===== config.mk =====
export PLATFORM = sky130hd
export DESIGN_NAME = vga_timing_gen
export DESIGN_NICKNAME = d
export VERILOG_FILES = /design/src/rtl/vga_timing_pkg.sv /design/src/rtl/vga_axis_counter.sv /design/src/rtl/vga_timing_gen.sv
export SDC_FILE = /design/constraint.sdc
export NUM_CORES = 1
export LEC_CHECK = 0
export CAP_MARGIN = 20
export CORE_MARGIN = 5
export CORE_UTILIZATION = 45
export DETAILED_ROUTE_END_ITERATION = 12
export PLACE_DENSITY = 0.76
export REMOVE_ABC_BUFFERS = 1
export SYNTH_ARGS = -nofsm -noshare
export SYNTH_HDL_FRONTEND = slang
export SYNTH_SLANG_ARGS = --single-unit

===== constraint.sdc =====
create_clock -name Clk -period 2.6 [get_ports Clk]
set_clock_uncertainty 0.05 [all_clocks]
set_input_delay 0.65 -clock Clk [delete_from_list [all_inputs] [get_ports Clk]]
set_output_delay 0.65 -clock Clk [all_outputs]
set_load 0.1 [all_outputs]

===== src/rtl/vga_timing_pkg.sv =====
// Default 640x480@60 raster constants, sync polarity constants and the axis-total helper
// shared by the VGA timing generator and its axis counters.
package vga_timing_pkg;

    localparam int DEF_H_ACTIVE = 640;
    localparam int DEF_H_FP     = 16;
    localparam int DEF_H_SYNC   = 96;
    localparam int DEF_H_BP     = 48;
    localparam int DEF_V_ACTIVE = 480;
    localparam int DEF_V_FP     = 10;
    localparam int DEF_V_SYNC   = 2;
    localparam int DEF_V_BP     = 33;
    localparam int DEF_CNT_W    = 11;
    localparam int DEF_FRAME_W  = 8;

    localparam logic POL_ACTIVE_LOW  = 1'b0;
    localparam logic POL_ACTIVE_HIGH = 1'b1;

    // Total positions on one axis (pixels per line or lines per frame).
    function automatic int axisTotal(input int active, input int fp, input int sync, input int bp);
        return active + fp + sync + bp;
    endfunction

endpackage


===== src/rtl/vga_axis_counter.sv =====
// One raster axis: wrapping position counter with sync and in-active flags decoded from
// the next count, so every flag is registered alongside the count it describes.
module vga_axis_counter
    import vga_timing_pkg::*;
#(
    parameter int   ACTIVE = DEF_H_ACTIVE,
    parameter int   FP     = DEF_H_FP,
    parameter int   SYNC   = DEF_H_SYNC,
    parameter int   BP     = DEF_H_BP,
    parameter logic POL    = POL_ACTIVE_LOW,
    parameter int   CNT_W  = DEF_CNT_W
) (
    input  logic             Clk,
    input  logic             Rst,
    input  logic             step,
    output logic [CNT_W-1:0] count,
    output logic             sync,
    output logic             inActive,
    output logic             wrap
);

    localparam int TOTAL = axisTotal(ACTIVE, FP, SYNC, BP);
    localparam logic [CNT_W-1:0] LAST       = CNT_W'(TOTAL - 1);
    localparam logic [CNT_W-1:0] SYNC_FIRST = CNT_W'(ACTIVE + FP);
    localparam logic [CNT_W-1:0] SYNC_LAST  = CNT_W'(ACTIVE + FP + SYNC - 1);
    localparam logic [CNT_W-1:0] ACT_END    = CNT_W'(ACTIVE);

    if (TOTAL > (1 << CNT_W)) begin : gTotalCheck
        $error("vga_axis_counter: axis total %0d does not fit in %0d bits", TOTAL, CNT_W);
    end
    if (FP == 0 || SYNC == 0 || BP == 0) begin : gZeroCheck
        $error("vga_axis_counter: porch and sync widths must be non-zero");
    end

    logic [CNT_W-1:0] nextCount;

    assign wrap = (count == LAST);

    always_comb begin
        nextCount = wrap ? '0 : count + CNT_W'(1);
    end

    // NOTE: all state uses non-blocking assignments so every flop samples pre-edge values.
    always_ff @(posedge Clk or posedge Rst) begin
        if (Rst) begin
            count    <= '0;
            sync     <= ~POL;
            inActive <= 1'b1;
        end else if (step) begin
            count    <= nextCount;
            sync     <= (nextCount >= SYNC_FIRST && nextCount <= SYNC_LAST) ? POL : ~POL;
            inActive <= (nextCount < ACT_END);
        end
    end

endmodule


===== src/rtl/vga_timing_gen.sv =====
// VGA raster timing generator: horizontal/vertical counts, syncs, active flag and strobes.
// Define VGA_TIMING_FRAME_COUNT_EN to add the frameCount output and its counter.
module vga_timing_gen
    import vga_timing_pkg::*;
#(
    parameter int   H_ACTIVE = DEF_H_ACTIVE,
    parameter int   H_FP     = DEF_H_FP,
    parameter int   H_SYNC   = DEF_H_SYNC,
    parameter int   H_BP     = DEF_H_BP,
    parameter int   V_ACTIVE = DEF_V_ACTIVE,
    parameter int   V_FP     = DEF_V_FP,
    parameter int   V_SYNC   = DEF_V_SYNC,
    parameter int   V_BP     = DEF_V_BP,
    parameter logic H_POL    = POL_ACTIVE_LOW,
    parameter logic V_POL    = POL_ACTIVE_LOW,
    parameter int   CNT_W    = DEF_CNT_W,
    parameter int   FRAME_W  = DEF_FRAME_W
) (
    input  logic               Clk,
    input  logic               Rst,
    input  logic               pixEn,
    output logic [CNT_W-1:0]   hCount,
    output logic [CNT_W-1:0]   vCount,
    output logic               hSync,
    output logic               vSync,
    output logic               active,
    output logic               lineStart,
    output logic               frameStart
`ifdef VGA_TIMING_FRAME_COUNT_EN
    ,
    output logic [FRAME_W-1:0] frameCount
`endif
);

    if (FRAME_W < 1) begin : gFrameWCheck
        $error("vga_timing_gen: FRAME_W must be at least 1");
    end

    logic hWrap, vWrap, hInActive, vInActive;
    logic lineUpdate, frameUpdate;

    assign lineUpdate  = pixEn & hWrap;
    assign frameUpdate = lineUpdate & vWrap;

    vga_axis_counter #(
        .ACTIVE(H_ACTIVE), .FP(H_FP), .SYNC(H_SYNC), .BP(H_BP), .POL(H_POL), .CNT_W(CNT_W)
    ) uHAxis (
        .Clk(Clk), .Rst(Rst), .step(pixEn),
        .count(hCount), .sync(hSync), .inActive(hInActive), .wrap(hWrap)
    );

    // The vertical axis advances on the same update that wraps the horizontal one.
    vga_axis_counter #(
        .ACTIVE(V_ACTIVE), .FP(V_FP), .SYNC(V_SYNC), .BP(V_BP), .POL(V_POL), .CNT_W(CNT_W)
    ) uVAxis (
        .Clk(Clk), .Rst(Rst), .step(lineUpdate),
        .count(vCount), .sync(vSync), .inActive(vInActive), .wrap(vWrap)
    );

    assign active = hInActive & vInActive;

    always_ff @(posedge Clk or posedge Rst) begin
        if (Rst) begin
            lineStart  <= 1'b0;
            frameStart <= 1'b0;
        end else begin
            lineStart  <= lineUpdate;
            frameStart <= frameUpdate;
        end
    end

`ifdef VGA_TIMING_FRAME_COUNT_EN
    always_ff @(posedge Clk or posedge Rst) begin
        if (Rst) begin
            frameCount <= '0;
        end else if (frameUpdate) begin
            frameCount <= frameCount + FRAME_W'(1);
        end
    end
`endif

endmodule


==> results.toml, run 1 <==
[final_layout]
final_cells = 270
fin_area_sq_um = 2081
final_layout_size_suffix_gt1_share_pct = 21.36
area_growth_pct = 15.73
nets = 230
n_fill_cell = 351
antenna_cells = 0

[synth]
synthCells = 196
ys_top_cells_by_area = "dfrtp_1 33%, dfstp_2 5.8%, xnor2_1 5.8%"
yosysTopAreaCellShare_pct = 33.40
syn_area_sq_um = 1798
ys_seq_area_share_pct = 39.25
yosysUniqueCellTypes = 50
synth-seq-cells = 28
synth_edf_count = 0
syn_area_per_cell_sq_um = 9.173
yosys_warnings = 0
yosysTopAreaCell = "dfrtp_1"
postSynth.topFlopCell = "dfrtp_1"
async_flop_share_pct = 100.0

[power]
switchingPower_uw = 811.2
total_power_mw = 1.618
p_per_area_nw_per_um2 = 777.4
p_int_uw = 806.3
combPwrFrac_pct = 44.7
p_seq_share_pct = 38.0
ir_worst_vdd_mv = 0.4748
swShare_pct = 50.15
power.share.clock_pct = 17.3
p_leak_nw = 0.8980

[setup_path]
r2r_slack_ps = 350
path_buf_inv = 1
path_cells = "ha_1 -> nand4_2 -> nor4_4 -> nand2_4 -> clkinv_4 -> nand4_2 -> mux2_4"
crit_family = "simple AND/OR/NAND/NOR gates"
rr_endpoint = "uVAxis.count[4]"
max_stage_delay_ps = 450
cp-end-kind = "flip-flop"
critical_path_class = "flip-flop to flip-flop"
slowest_stage = "dfrtp_1"
crit_top_cell = "nand4_2"
path_max_fanout = 11
worst_r2r_startpoint = "uHAxis.count[1]"
critPathRequiredTime_ps = 2730
start_kind = "flip-flop"
r2r_cells = 7
critPathArrivalTime_ps = 2380

[worst_hold_path]
holdCritStartpoint = "uVAxis.inActive"
holdPathEnd = "uVAxis.inActive"
holdPathStages = 2
hold_class = "flip-flop to flip-flop"

[clock_tree]
cts-root-buf = "clkbuf_8"
clk_pin_slew_ps = 100
holdBufCountCts = 0
numCtsBuffers = 3
htreeDepth = 1
cts_tree = "done"
cts_buffer_depth = 2
post_cts.repair.setup_buffers = 0
cts.sinks = 28
ctsResizeCount = 0
clock_latency_ps = 280

[timing]
setup_ws_ps = 349.1
drv_slew = 0
hold_viol = 0
setup_viol_count_final = 0
fin_crit_ps = 2251
slew_headroom_pct = 71.61
worstMarginPinSlew_ps = 425.9
rsz0062_at_grt = "false"
fin_crit_sh_pct = 86.57
clock.fmax_mhz = 444.3
fin_setup_tns_ps = 0

[floorplan]
die_w_um = 73.21
dieHeight_um = 73.21
pin_count = 30
core.rowCount = 23
start_util_pct = 45.60
core_area_sq_um = 3943
dieArea_sq_um = 5360

[place]
hpwl_mm = 2.681
gp_congestion = 0.8439
post-place-ws_ps = 379.2
placed_cell_area_sq_um = 2026
portBuffers = 29
place_inst = 266

[grt]
antenna_found_initial = 0
grt_usage_pct = 14.70
grt_max_degree = 29
grt_pass1_wl_mm = 6.168
grt_pass1_vias = 1301
overflow = 0

[route]
drc_errors = 0
routed_via_density = 5.430
wl_mm = 3.695
drtIter0Drc = 58
vias = 1466
wl_per_cell_um = 13.69
ant_nets = 0
dr.pass1.iters = 4

[status]
status = "finished clean"

[run]
maxCapViolCount = 0
==> power groups by stage <==
stage,Sequential (mW),Clock [mW],Combinational [mW]
final,0.615,0.280,0.722
after floorplan,0.988,0,0.198
after global routing,0.628,0.304,0.765
after global placement,0.620,0,0.721
after detailed placement,0.623,0,0.723
after CTS,0.615,0.288,0.726
==> area by class of cell <==
type	count	area, sq um	area share (%)
repair buffers	32	245.2	11.79
multi-input cells	145	965.9	46.42
well taps	50	62.56	3.007
flip-flops and latches	28	705.7	33.91
inverters	11	46.29	2.225
clock buffers	4	55.05	2.646
==> Yosys cell counts, types with 5 or more instances <==
cell / number
dfrtp_1: 24
buf_2: 6
xor2_1: 6
o21ai_0: 18
nand2_1: 18
xnor2_1: 12
inv_1: 10
nand3_1: 8
and3_1: 5
nor2_1: 17
nand4_1: 6
ha_1: 6
nor3_1: 5
==> layer usage <==
metal,global-route usage [%],wire [um],vias to the layer above
met5,0,0,-
met4,6.762,74,0
met3,1.791,117,5
met2,22.74,1668,31
met1,20.40,1835,686
li1,-,-,744
==> tightest hold or removal path, cell delays in order, from the launching register on <==
cell and delay, ps:
dfstp_2 380, nand2_1 40, o21ai_0 70
==> metrics by stage <==
step	utilization, %	hold slack, ps
2_1_floorplan	-	405.9
3_3_place_gp	51.38	427.5
3_5_place_dp	51.38	431.7
4_1_cts	52.78	446.7
5_1_grt	52.78	485.8
6_report	52.78	438.8
==> logic make-up after synthesis <==
kind of cell / synth area share [%]
buf+inv: 7.029
simple gates: 25.89
xor+xnor: 8.768
flops: 39.25
compound gates: 13.50
fa+ha+maj: 4.175
mux: 1.392
==> registers in the layout (all words and copies together), names as in the netlist <==
signal           count
uVAxis.sync          1
uVAxis.inActive      1
uHAxis.sync          1
frameStart           1
uHAxis.count        11
lineStart            1
uHAxis.inActive      1
uVAxis.count        11
==> worst max path at each step <==
stage	slack, ps	cells after the start	start	to
finish	350	7	uHAxis.count[1]	uVAxis.count[4]
global placement	420	7	uHAxis.count[1]	uVAxis.count[4]
detailed placement	380	7	uHAxis.count[1]	uVAxis.count[4]
floorplan	-290	6	uHAxis.count[1]	uVAxis.count[5]
CTS	350	7	uHAxis.count[1]	uVAxis.count[4]
global route	200	6	uVAxis.count[0]	uVAxis.sync
==> layout by cell type, fill, tap and decap left out, types with 2 or more instances in the layout <==
| master | instances |
|---|---|
| o21ai_0 | 18 |
| nand2_1 | 18 |
| inv_1 | 10 |
| clkdlybuf4s50_1 | 2 |
| xor2_1 | 6 |
| nor4_1 | 2 |
| nor4b_1 | 2 |
| nand4_2 | 2 |
| nand2b_1 | 2 |
| clkbuf_8 | 4 |
| nand3_1 | 8 |
| buf_4 | 30 |
| or4_1 | 2 |
| or3_1 | 4 |
| and3_1 | 5 |
| nand4_1 | 6 |
| o31ai_1 | 2 |
| dfstp_2 | 4 |
| a21o_1 | 3 |
| nor3_1 | 5 |
| nor2_1 | 17 |
| dfrtp_1 | 24 |
| a21oi_1 | 3 |
| ha_1 | 6 |
| xnor2_1 | 12 |
(Power assumes the default switching activity.)
==> run 2: changes to the inputs <==
--- a/config.mk
+++ b/config.mk
@@ -8,6 +8,7 @@
 export CAP_MARGIN = 20
 export CORE_MARGIN = 5
 export CORE_UTILIZATION = 45
+export CTS_BUF_LIST = sky130_fd_sc_hd__clkbuf_16
 export DETAILED_ROUTE_END_ITERATION = 12
 export PLACE_DENSITY = 0.76
 export REMOVE_ABC_BUFFERS = 1
==> run 2 against run 1 <==
Net effect:
- critical path depth is the same
- total power grew 4.8%
- sequential power barely moved
- sequential cell count stayed put
- non-clock buffer count unchanged
- setup slack got worse by 7.9 ps
- clock power up 28%
- core utilization rose by 0.60 points
==> results.toml, run 2 (synthesis results as in run 1) <==
[clock_tree]
post_cts.repair.setup_buffers = 0
numCtsBuffers = 3
htreeDepth = 1
ctsResizeCount = 0
holdBufCountCts = 0
cts_buffer_depth = 2
clk_pin_slew_ps = 70
cts_tree = "done"
cts.sinks = 28
clock_latency_ps = 270
cts-root-buf = "clkbuf_16"

[setup_path]
max_stage_delay_ps = 440
slowest_stage = "dfrtp_1"
critPathRequiredTime_ps = 2700
critical_path_class = "flip-flop to flip-flop"
r2r_cells = 7
crit_top_cell = "nand4_2"
path_max_fanout = 11
path_buf_inv = 1
start_kind = "flip-flop"
path_cells = "ha_1 -> nand4_2 -> nor4_4 -> nand2_4 -> clkinv_4 -> nand4_2 -> mux2_4"
critPathArrivalTime_ps = 2360
cp-end-kind = "flip-flop"
cp.depth = 7
crit_family = "simple AND/OR/NAND/NOR gates"

[timing]
setup_viol_count_final = 0
worstMarginPinSlew_ps = 415.6
hold_viol = 0
clock.fmax_mhz = 442.7
fin_crit_sh_pct = 86.88
drv_slew = 0
whs_ps = 442.5
rsz0062_at_grt = "false"
fin_crit_ps = 2259
slew_headroom_pct = 72.30
fin_setup_tns_ps = 0

[grt]
grt_usage_pct = 14.47
antenna_found_initial = 0
grt_pass1_wl_mm = 6.072
grt_max_degree = 29
grt_pass1_vias = 1286
overflow = 0

[final_layout]
area_growth_pct = 17.05
antenna_cells = 0
nets = 230
final_layout_size_suffix_gt1_share_pct = 20.91
mostFrequentLayoutCells = "30 x buf_4, 24 x dfrtp_1, 18 x nand2_1, 18 x o21ai_0, 17 x nor2_1"
final_common_cell = "buf_4"
top_regs = "uHAxis.count: 11 flops, uVAxis.count: 11 flops"

[floorplan]
dieArea_sq_um = 5360
start_util_pct = 45.60
core.rowCount = 23
pin_count = 30
dieHeight_um = 73.21
die_w_um = 73.21
core_area_sq_um = 3943

[route]
drtIter0Drc = 75
drc_errors = 0
wl_mm = 3.665
ant_nets = 0
routed_via_density = 5.400
vias = 1458
wl_per_cell_um = 13.57
dr.pass1.iters = 4

[power]
p_per_area_nw_per_um2 = 805.7
p_leak_nw = 0.9077
total_power_mw = 1.696
ir_worst_vdd_mv = 0.4751

[place]
portBuffers = 29
gp_congestion = 0.8439
hpwl_mm = 2.681

[status]
status = "finished clean"

[worst_hold_path]
hold_class = "flip-flop to flip-flop"
holdPathStages = 2

[run]
maxCapViolCount = 0
run 2: cell count changes in the layout (fill, tap and decap cells not counted), sizes merged:
cell / delta
clkbuf: -1
clkinv: +1
run 2: layout make-up:
cell class	instances	area [sq um]
inverters	11	46.29
fillers	349	1838
clock buffers	3	75.07
well taps	50	62.56
clock inverters	1	3.754
repair buffers	32	245.2
multi-input cells	145	965.9
flip-flops and latches	28	705.7
run 2: final timing paths:
path / start / endpoint / slack, ps
min reg2reg: uVAxis.inActive / uVAxis.inActive / 440
max reg2reg: uHAxis.count[1] / uVAxis.count[4] / 340
min: uVAxis.inActive / uVAxis.inActive / 440
max in group asynchronous: Rst / uHAxis.sync / 1500
min in group asynchronous: Rst / uVAxis.count[9] / 690
max: uHAxis.count[1] / uVAxis.count[4] / 340
run 2: worst register-to-register path, delay by kind of cell (launching register included):
kind / cells / cell delay, ps
simple gates: 4 / 910
fa+ha+maj: 1 / 310
mux: 1 / 310
buf+inv: 1 / 130
flops: 1 / 440
run 2: routing by layer:
layer	GRT usage (%)	wire length, um
met1	20.31	1798
met2	22.05	1654
met3	1.791	136
met4	6.762	76
met5	0	0
run 2: power by group:
group	internal, mW	switching, mW	total, mW
logic	0.176	0.546	0.722
registers	0.494	0.121	0.615
clock network	0.207	0.152	0.358
run 2: through the flow:
stage               worst slack [ps]  instances  util [%]  cell area [sq um]
detailed placement             379.2        266     51.38               2026
global route                   228.2        270     53.38               2105
finish                         341.2        270     53.38               2105
global placement               417.6        266     51.38               2026
floorplan                     -285.1        184         -               1718
CTS                            354.8        270     53.38               2105
